File: src/rtl/fifo_sr_pkg.sv
// Shared helpers for the shared-storage multi-flux FIFO: width functions and the flux index type.
package fifo_sr_pkg;

  localparam int unsigned FLUX_IDX_W = 8;

  typedef logic [FLUX_IDX_W-1:0] flux_idx_t;

  function automatic int unsigned tag_w(input int unsigned flux);
    return (flux > 1) ? $clog2(flux) : 1;
  endfunction

  function automatic int unsigned addr_w(input int unsigned depth);
    return (depth > 1) ? $clog2(depth) : 1;
  endfunction

  function automatic int unsigned occ_w(input int unsigned depth);
    return addr_w(depth) + 1;
  endfunction

endpackage

File: src/rtl/fifo_free_list.sv
// Free-address FIFO; resets to hold every data location 0..DEPTH-1 in ascending order.
module fifo_free_list
  import fifo_sr_pkg::*;
#(
  parameter int unsigned DEPTH = 8
) (
  input  logic                        clk,
  input  logic                        rst,
  input  logic                        push,
  input  logic [addr_w(DEPTH)-1:0]    push_addr,
  input  logic                        pop,
  output logic [addr_w(DEPTH)-1:0]    pop_addr_c,
  output logic [occ_w(DEPTH)-1:0]     count
);

  localparam int unsigned AW = addr_w(DEPTH);
  localparam int unsigned CW = occ_w(DEPTH);

  logic [AW-1:0] mem [DEPTH];
  logic [AW-1:0] rd_ptr;
  logic [AW-1:0] wr_ptr;

  assign pop_addr_c = mem[rd_ptr];

  // Pointers wrap naturally because DEPTH is a power of two.
  always_ff @(posedge clk or negedge rst) begin
    if (!rst) begin
      for (int i = 0; i < DEPTH; i++) mem[i] <= AW'(i);
      rd_ptr <= '0;
      wr_ptr <= '0;
      count  <= CW'(DEPTH);
    end else begin
      if (push) begin
        mem[wr_ptr] <= push_addr;
        wr_ptr      <= wr_ptr + AW'(1);
      end
      if (pop) rd_ptr <= rd_ptr + AW'(1);
      if (push && !pop) count <= count + CW'(1);
      else if (pop && !push) count <= count - CW'(1);
    end
  end

endmodule

File: src/rtl/fifo_sr_shared.sv
// Multi-flux FIFO over one shared data RAM with linked-list queues and per-flux reservations.
// Optional macro FIFO_SR_ERR_EN adds a 2-bit sticky err output (write-while-full, read-of-empty).
module fifo_sr_shared
  import fifo_sr_pkg::*;
#(
  parameter int unsigned DATA_WIDTH = 8,
  parameter int unsigned DEPTH      = 8,
  parameter int unsigned FLUX       = 4,
  parameter int unsigned RESERVE    = 1
) (
  input  logic                                 clk,
  input  logic                                 rst,
  input  logic                                 write,
  input  logic [tag_w(FLUX)+DATA_WIDTH-1:0]    din,
  output logic [FLUX-1:0]                      full,
  input  logic [FLUX-1:0]                      read,
  output logic [FLUX-1:0]                      empty,
  output logic [tag_w(FLUX)+DATA_WIDTH-1:0]    dout,
  output logic [FLUX*occ_w(DEPTH)-1:0]         occupancy
`ifdef FIFO_SR_ERR_EN
  ,
  output logic [1:0]                           err
`endif
);

  localparam int unsigned TW = tag_w(FLUX);
  localparam int unsigned AW = addr_w(DEPTH);
  localparam int unsigned OW = occ_w(DEPTH);

  if (FLUX * RESERVE > DEPTH) begin : g_bad_reserve
    $error("fifo_sr_shared: FLUX*RESERVE exceeds DEPTH");
  end
  if ((DEPTH < 2) || ((DEPTH & (DEPTH - 1)) != 0)) begin : g_bad_depth
    $error("fifo_sr_shared: DEPTH must be a power of two, at least 2");
  end
  if (FLUX < 2) begin : g_bad_flux
    $error("fifo_sr_shared: FLUX must be at least 2");
  end

  logic [DATA_WIDTH-1:0] data_ram [DEPTH];
  logic [AW-1:0]         next_ram [DEPTH];
  logic [AW-1:0]         head     [FLUX];
  logic [AW-1:0]         tail     [FLUX];
  logic [OW-1:0]         cnt      [FLUX];
  logic [OW-1:0]         defic    [FLUX];

  logic [TW-1:0]         tag;
  logic [DATA_WIDTH-1:0] payload;
  logic                  wr_acc;
  logic                  svc_vld;
  logic [TW-1:0]         svc_idx;
  logic [TW-1:0]         dsel;
  logic [FLUX-1:0]       wr_hit;
  logic [FLUX-1:0]       rd_hit;
  logic [OW-1:0]         others;
  logic [AW-1:0]         free_addr;
  logic [OW-1:0]         free_cnt;

  assign tag     = din[TW+DATA_WIDTH-1:DATA_WIDTH];
  assign payload = din[DATA_WIDTH-1:0];
  assign wr_acc  = write && !full[tag];
  assign dout    = {dsel, data_ram[head[dsel]]};

  fifo_free_list #(.DEPTH(DEPTH)) u_free (
    .clk        (clk),
    .rst        (rst),
    .push       (svc_vld),
    .push_addr  (head[svc_idx]),
    .pop        (wr_acc),
    .pop_addr_c (free_addr),
    .count      (free_cnt)
  );

  // Status flags come only from registered counts, never from same-cycle requests.
  always_comb begin
    others = '0;
    for (int g = 0; g < FLUX; g++) begin
      defic[g] = (cnt[g] < OW'(RESERVE)) ? (OW'(RESERVE) - cnt[g]) : '0;
      empty[g] = (cnt[g] == '0);
      occupancy[g*OW +: OW] = cnt[g];
    end
    for (int f = 0; f < FLUX; f++) begin
      others = '0;
      for (int g = 0; g < FLUX; g++) begin
        if (g != f) others = others + defic[g];
      end
      full[f] = (free_cnt == '0) || (free_cnt <= others);
    end
  end

  // Lowest set read bit drives dout; lowest set non-empty read bit is serviced.
  always_comb begin
    svc_vld = 1'b0;
    svc_idx = '0;
    dsel    = '0;
    for (int i = FLUX - 1; i >= 0; i--) begin
      if (read[i] && !empty[i]) begin
        svc_vld = 1'b1;
        svc_idx = TW'(i);
      end
      if (read[i]) dsel = TW'(i);
    end
    wr_hit = wr_acc  ? (FLUX'(1) << tag)     : '0;
    rd_hit = svc_vld ? (FLUX'(1) << svc_idx) : '0;
  end

  always_ff @(posedge clk) begin
    if (wr_acc) begin
      data_ram[free_addr] <= payload;
      if (cnt[tag] != '0) next_ram[tail[tag]] <= free_addr;
    end
  end

  // A write racing the pop of a single-word flux makes the new word both head and tail.
  always_ff @(posedge clk or negedge rst) begin
    if (!rst) begin
      for (int f = 0; f < FLUX; f++) begin
        head[f] <= '0;
        tail[f] <= '0;
        cnt[f]  <= '0;
      end
    end else begin
      for (int f = 0; f < FLUX; f++) begin
        if (wr_hit[f]) tail[f] <= free_addr;
        if (wr_hit[f] && ((cnt[f] == '0) || (rd_hit[f] && (cnt[f] == OW'(1)))))
          head[f] <= free_addr;
        else if (rd_hit[f])
          head[f] <= next_ram[head[f]];
        if (wr_hit[f] && !rd_hit[f])      cnt[f] <= cnt[f] + OW'(1);
        else if (rd_hit[f] && !wr_hit[f]) cnt[f] <= cnt[f] - OW'(1);
      end
    end
  end

`ifdef FIFO_SR_ERR_EN
  always_ff @(posedge clk or negedge rst) begin
    if (!rst) begin
      err <= '0;
    end else begin
      if (write && full[tag])  err[0] <= 1'b1;
      if (|(read & empty))     err[1] <= 1'b1;
    end
  end
`endif

endmodule
File: config.mk
export PLATFORM = sky130hd
export DESIGN_NAME = fifo_sr_shared
export DESIGN_NICKNAME = d
export VERILOG_FILES = /design/src/rtl/fifo_sr_pkg.sv /design/src/rtl/fifo_free_list.sv /design/src/rtl/fifo_sr_shared.sv
export SDC_FILE = /design/constraint.sdc
export NUM_CORES = 1
export LEC_CHECK = 0
export ABC_AREA = 1
export BUFFER_PORTS_ARGS = -buffer_cell sky130_fd_sc_hd__buf_2
export CORE_ASPECT_RATIO = 0.6
export CORE_MARGIN = 10
export CORE_UTILIZATION = 59
export DETAILED_ROUTE_END_ITERATION = 7
export PLACE_DENSITY_LB_ADDON = 0.15
export SLEW_MARGIN = 20
export SYNTH_ARGS = -nofsm -noshare
export SYNTH_HDL_FRONTEND = slang
export SYNTH_SLANG_ARGS = --single-unit
File: constraint.sdc
create_clock -name clk -period 7 [get_ports clk]
set_clock_uncertainty 0.05 [all_clocks]
set_input_delay 2.1 -clock clk [delete_from_list [all_inputs] [get_ports clk]]
set_output_delay 2.1 -clock clk [all_outputs]
set_load 0.02 [all_outputs]
==> qor.csv, run 1 <==
stage;metric;value;unit
die;num rows;37;
worst_setup_path;Slowest Stage Delay on Critical Path;460;ps
global_routing;global-route wire length before repair;41.4;mm
timing;RSZ-0062 raised after global routing;false;
logic_synthesis;mean area per synthesized cell;8.22;um^2
global_routing;vias in the first global route;7583;
worst_setup_path;Critical Path Sink;full[3];
job;MaxCap Viol Count;0;
worst_setup_path;CP Launch Point;occupancy[5]$_DFFE_PN0P_;
cells_and_area;post-layout net count;1387;
global_routing;largest net degree at the start of global routing;75;
logic_synthesis;synthesized flop and latch total;162;
logic_synthesis;Synth Area in Adders;0.0960;
status;run status;finished clean;
timing;Tcrit/Tclk final;0.934;
place;RD Place Congestion;0.983;
die;Die Ht;122;um
cts;Max clock buf depth;2;
global_routing;GR Overflow Total;0;
die;Starting Density;0.602;
drt;DR vias;8405;
place;placed wire-length estimate;19.6;mm
power;VDD IR max;0.306;mV
drt;ANT nets after route;0;
logic_synthesis;mux contribution to synthesized area;0;
timing;PnR worst setup slack;464;ps
timing;Setup-failing EPs final;0;
cts;Root Driver;clkbuf_16;
timing;FMAX;153;MHz
logic_synthesis;Post-synth ARST share;0.457;
worst_setup_path;r2r worst-path depth;28;
die;die area;23300;um^2
drt;DRT Wirelength;26.1;mm
cells_and_area;antenna diode count;0;
drt;Vias/cell;5.44;
hold_path;HP Class;reg -> reg;
worst_setup_path;WP data required;4850;ps
worst_setup_path;cells traversed along the worst timing path;inv_1 -> ha_1 -> inv_1 -> nor2_1 -> inv_1 -> nor2_2 -> ha_1 -> inv_1 -> fa_1 -> xnor2_2 -> ha_1 -> a21oi_1 -> nand2_1 -> xnor2_1 -> xnor2_1 -> inv_1 -> ha_1 -> nand2_1 -> inv_1 -> nand2_1 -> nand2_1 -> inv_1 -> nand2_1 -> buf_2;
logic_synthesis;Post-Syn Instances;1255;
timing;final hold vios;0;
worst_setup_path;Worst Setup Start Kind;flip-flop;
logic_synthesis;Synth warnings;0;
logic_synthesis;largest family of logic cells by synthesized area;simple AND/OR/NAND/NOR gates;
cells_and_area;Area Growth Syn to Fin;9.51;%
logic_synthesis;post-synthesis sequential area ratio;0.437;
cts;Clock Pin Slew Worst Setup and Hold Paths;60;ps
worst_setup_path;worst flop-to-flop path endpoint;data_ram[5][0]$_DFFE_PP_;
die;I/O pin cnt;51;
logic_synthesis;Post-synth top flop;edfxtp_1;
cts;# H-tree levels;4;
cts;Hold Buf Count CTS;0;
timing;count of pins over their slew limit;0;
worst_setup_path;Crit. End Element;output port;
logic_synthesis;Post-synth EDFFs;88;
cells_and_area;post-route cell area;11300;um^2
power;pwr/cell area;495;nW/um^2
worst_setup_path;CP Max Fanout;6;
worst_setup_path;CP max stage cell;dfrtp_1;
cells_and_area;share of layout cells above drive strength 1;0.102;
drt;DR DRC count;0;
worst_setup_path;RR Startpoint;occupancy[5]$_DFFE_PN0P_;
place;Port Buffers;50;
cells_and_area;most frequent cells in the layout;325 x nand2_1, 222 x inv_1, 111 x o21ai_0;
logic_synthesis;syn nets;1344;
logic_synthesis;unique cell type count in the Yosys netlist;46;
logic_synthesis;Synth Cell Area;10300;um^2
logic_synthesis;Synth Area in Simple Gates;0.216;
place;pre-CTS setup slack;875;ps
logic_synthesis;XOR/XNOR Fraction of Synth Area;0.0323;
die;Die Width;191;um
drt;Detailed Route Iter0 Violations;958;
worst_setup_path;arrival time at the worst endpoint;4390;ps
die;Core Footprint;17100;um^2
drt;First-pass DRT Iterations;7;
timing;fin crit period;6540;ps
worst_setup_path;Setup CP Type;reg -> out;
cts;CTS buffer count;17;
worst_setup_path;Worst Path Buf+Inv;8;
timing;Sum Neg Setup Slack;0;ps
hold_path;Worst Hold Launch;u_free.mem[0]$_DFFE_PN1P_;
logic_synthesis;compound-cell area share of the yosys netlist;0.116;
worst_setup_path;most used cell, CP;inv_1;
cells_and_area;commonest non-fill, non-tap cell in the layout;nand2_1;
drt;WL/cell;16.9;um
cts;# clock sinks;162;
cts;Clk Latency, worst-skew pair;430;ps
worst_setup_path;R2R Setup Slk;1140;ps
timing;Slew @ Worst Pin;985;ps
cells_and_area;filler cell count;1457;
place;placed inst area;10700;um^2
timing;max_slew headroom;0.341;
power;leakage component of the power;5.38;nW
global_routing;global-route usage over all layers;0.228;
global_routing;initial antenna violation count;0;
worst_setup_path;Worst path depth;24;
cts;CTS tree;built;
worst_setup_path;cell family with most CP delay;adder cells;
## cells by family after synthesis
group                    after synthesis
XOR/XNOR                              38
buffers and inverters                257
flip-flops                           162
adder cells (fa/ha/maj)               72
AO/OA/AOI/OAI                        210
AND/OR/NAND/NOR                      516
## timing repair
item,in CTS,in global routing
endpoints found under the setup margin,0,2
setup buffers,0,0
gates resized for setup,0,3
hold endpoints to repair,0,0
## worst min-delay path, delay by kind of cell, from the launching register on
kind | cells | cell delay (ps)
AO/OA/AOI/OAI | 1 | 60
flip-flops | 1 | 370
AND/OR/NAND/NOR | 1 | 50
## cells in the mapped netlist, drive strengths merged, types with 15 or more instances
master  count  area [um^2]
xnor2      16          140
o211ai     15          128
edfxtp     88         2640
xor2       22          193
dfrtp      61         1530
inv       228          858
o21ai     117          601
buf        15          151
nand3      80          400
ha         60          751
nand4      18          113
a21oi      57          289
nor2       71          342
nand2     335         1300
## how the worst min path moves through the flow
stage / cells after the start / slack, ps / to
3_5_place_dp: 2 / 420 / u_free.mem[0]$_DFFE_PN1P_
5_1_grt: 2 / 460 / u_free.mem[2]$_DFFE_PN1P_
4_1_cts: 2 / 430 / u_free.mem[0]$_DFFE_PN1P_
2_1_floorplan: 2 / 400 / u_free.mem[11]$_DFFE_PN1P_
6_report: 2 / 440 / u_free.mem[0]$_DFFE_PN1P_
3_3_place_gp: 2 / 430 / u_free.mem[11]$_DFFE_PN1P_
## layout make-up
cell class,count,area (um^2),share of cell area
Multi-Input combinational cell,836,4760,0.421
Inverter,229,862,0.0763
Clock inverter,11,154,0.0136
Timing Repair Buffer,52,268,0.0237
Tap cell,234,293,0.0259
Clock buffer,21,450,0.0399
Sequential cell,162,4510,0.399
## power by group
part           leakage (nW)  switching (mW)  internal, mW  total [mW]
Clock                 0.283           0.390         0.574       0.963
Sequential             1.68           0.343          1.40        1.74
Combinational          3.42            1.95         0.927        2.88
Total                  5.38            2.69          2.90        5.59
## metrics by stage
step           std cells  power, mW  utilization  hold slack, ps
5_1_grt             1545       6.07        0.660             463
3_3_place_gp        1513       4.53        0.624             427
6_report            1545       5.59        0.660             436
2_1_floorplan       1255       3.80            -             405
3_5_place_dp        1513       4.59        0.624             424
4_1_cts             1545       5.57        0.659             435
## state kept, by name, indices dropped and copies added, names as in the netlist
name,count
occupancy,16
u_free.rd_ptr,3
u_free.mem,24
head,12
data_ram,64
u_free.wr_ptr,3
u_free.count,4
next_ram,24
tail,12
## routing by layer
metal  wire [um]  GRT usage
met1       13200      0.363
met2        9600      0.286
met3        3100     0.0683
met4         236     0.0578
met5           0          0
No activity file was read; power rests on OpenSTA's default activity.
==> run 2: changes to the inputs <==
==> constraint.sdc (replaced) <==
create_clock -name clk -period 7 [get_ports clk]
set_clock_uncertainty 0.05 [all_clocks]
set_input_delay 0 -clock clk [delete_from_list [all_inputs] [get_ports clk]]
set_output_delay 0 -clock clk [all_outputs]
set_load 0.02 [all_outputs]
==> qor.csv, run 2 (same netlist as run 1, synthesis figures left out) <==
stage;metric;value;unit
hold_path;hold endpoint;u_free.rd_ptr[0]$_DFFE_PN0P_;
worst_setup_path;Slowest Stage Delay on Critical Path;700;ps
timing;final hold vios;0;
worst_setup_path;R2R Setup Slk;1250;ps
worst_setup_path;RR Startpoint;occupancy[5]$_DFFE_PN0P_;
place;Port Buffers;50;
drt;ANT nets after route;0;
drt;DRT Wirelength;27.0;mm
timing;Sum Neg Setup Slack;0;ps
global_routing;global-route wire length before repair;42.6;mm
cts;Max clock buf depth;2;
power;leakage component of the power;5.44;nW
timing;count of pins over their slew limit;0;
drt;Vias/cell;5.52;
cts;Clock Pin Slew Worst Setup and Hold Paths;70;ps
cells_and_area;post-route cell area;11400;um^2
hold_path;HP Class;in -> reg;
cts;CTS tree;built;
worst_setup_path;Worst Setup Start Kind;flip-flop;
cells_and_area;most frequent cells in the layout;325 x nand2_1, 222 x inv_1, 111 x o21ai_0;
cts;post-CTS sizing;0;
worst_setup_path;CP Max Fanout;19;
cells_and_area;antenna diode count;0;
power;pwr/cell area;499;nW/um^2
global_routing;vias in the first global route;7666;
place;placed wire-length estimate;20.1;mm
job;MaxCap Viol Count;0;
cells_and_area;post-layout net count;1398;
cells_and_area;filler cell count;1454;
global_routing;largest net degree at the start of global routing;69;
die;Starting Density;0.602;
cells_and_area;max FFs per register;64;
global_routing;global-route usage over all layers;0.235;
cells_and_area;Register Area;4510;um^2
cts;CTS buffer count;17;
global_routing;initial antenna violation count;0;
drt;DR vias;8587;
worst_setup_path;CP max stage cell;nor2_1;
cells_and_area;commonest non-fill, non-tap cell in the layout;nand2_1;
cts;Post-CTS Setup Bufs;0;
die;Core Footprint;17100;um^2
cells_and_area;Area Growth Syn to Fin;10.6;%
cells_and_area;share of layout cells above drive strength 1;0.101;
worst_setup_path;Crit. End Element;flip-flop;
drt;DR DRC count;0;
timing;FMAX;174;MHz
hold_path;Worst Hold Launch;write;
worst_setup_path;worst flop-to-flop path endpoint;data_ram[5][3]$_DFFE_PP_;
die;I/O pin cnt;51;
die;die area;23300;um^2
timing;RSZ-0062 raised after global routing;false;
place;RD Place Congestion;0.986;
place;placed inst area;10700;um^2
status;run status;finished clean;
drt;First-pass DRT Iterations;6;
worst_setup_path;arrival time at the worst endpoint;5770;ps
timing;max_slew headroom;0.381;
die;num rows;37;
cells_and_area;Multi-input gate area;4750;um^2
timing;Setup-failing EPs final;0;
timing;Tcrit/Tclk final;0.822;
global_routing;GR Overflow Total;0;
cells_and_area;Top reg by flops;data_ram;
power;VDD IR max;0.283;mV
die;Die Ht;122;um
cts;# H-tree levels;4;
cts;Clk Latency, worst-skew pair;440;ps
timing;fin crit period;5750;ps
drt;WL/cell;17.4;um
timing;Slew @ Worst Pin;928;ps
worst_setup_path;WP data required;7010;ps
die;Die Width;191;um
hold_path;WHS Path Cells;4;
cells_and_area;final core utilization;0.666;
worst_setup_path;r2r worst-path depth;28;
cts;Root Driver;clkbuf_16;
cts;# clock sinks;162;
worst_setup_path;Setup CP Type;reg -> reg;
drt;Detailed Route Iter0 Violations;1259;
run 2: changes by cell type in the layout (fill, tap and decap cells not counted), sizes merged:
cell	before	now
inv	230	235
clkbuf	21	17
clkinv	4	6
dlygate4sd3	0	11
clkinvlp	3	0
run 2: power by group:
| part | total (mW) | leakage [nW] | internal (mW) | switching [mW] |
|---|---|---|---|---|
| clock | 0.993 | 0.306 | 0.573 | 0.421 |
| sequential | 1.75 | 1.68 | 1.40 | 0.347 |
| combinational | 2.95 | 3.46 | 0.946 | 2.01 |
| total | 5.69 | 5.44 | 2.92 | 2.78 |
run 2: layout make-up:
cell class,count,share of cell area
inverter,229,0.0755
multi-input combinational,836,0.416
clock buffer,17,0.0373
clock inverter,15,0.0172
tap,234,0.0257
sequential,162,0.395
timing repair buffer,63,0.0331
run 2: how the worst max path moves through the flow:
stage	from	slack, ps	cells after the start	to
after floorplan	occupancy[5]$_DFFE_PN0P_	1750	36	u_free.count[3]$_DFFE_PN1P_
after global placement	occupancy[13]$_DFFE_PN0P_	1550	24	data_ram[5][7]$_DFFE_PP_
after detailed placement	occupancy[5]$_DFFE_PN0P_	1310	28	data_ram[5][7]$_DFFE_PP_
after CTS	occupancy[5]$_DFFE_PN0P_	1280	28	data_ram[5][0]$_DFFE_PP_
after global routing	occupancy[5]$_DFFE_PN0P_	720	36	u_free.count[3]$_DFFE_PN1P_
final	occupancy[5]$_DFFE_PN0P_	1250	28	data_ram[5][3]$_DFFE_PP_
run 2: through the flow:
stage | power [mW] | setup WS, ps | hold slack (ps) | instances
2_1_floorplan | 3.80 | 1750 | -346 | 1255
3_3_place_gp | 4.57 | 1550 | -236 | 1513
3_5_place_dp | 4.64 | 1310 | -233 | 1513
4_1_cts | 5.66 | 1280 | 21.8 | 1556
5_1_grt | 6.16 | 721 | 51.0 | 1556
6_report | 5.69 | 1250 | 36.7 | 1556
run 2: routing by layer:
layer,routed length [um],track usage,up-vias
met3,3540,0.0972,29
met4,227,0.0485,0
met2,9980,0.291,397
met1,13300,0.365,3988
met5,0,0,-
li1,-,-,4173
run 2: what timing repair did:
| action | CTS | global route |
|---|---|---|
| setup endpoints to repair | 0 | 0 |
| hold buffers | 11 | 0 |
| endpoints found under the hold margin | 128 | 0 |
run 2: worst max-delay path, delay by kind of cell (launching register included):
kind	cells	cell delay, ps
and+or+nand+nor	12	2190
adders and majority gates	5	1330
xor gates and xnor gates	3	610
buffers and inverters	7	520
DFF	1	460
AOI/OAI and AO/OA	1	180
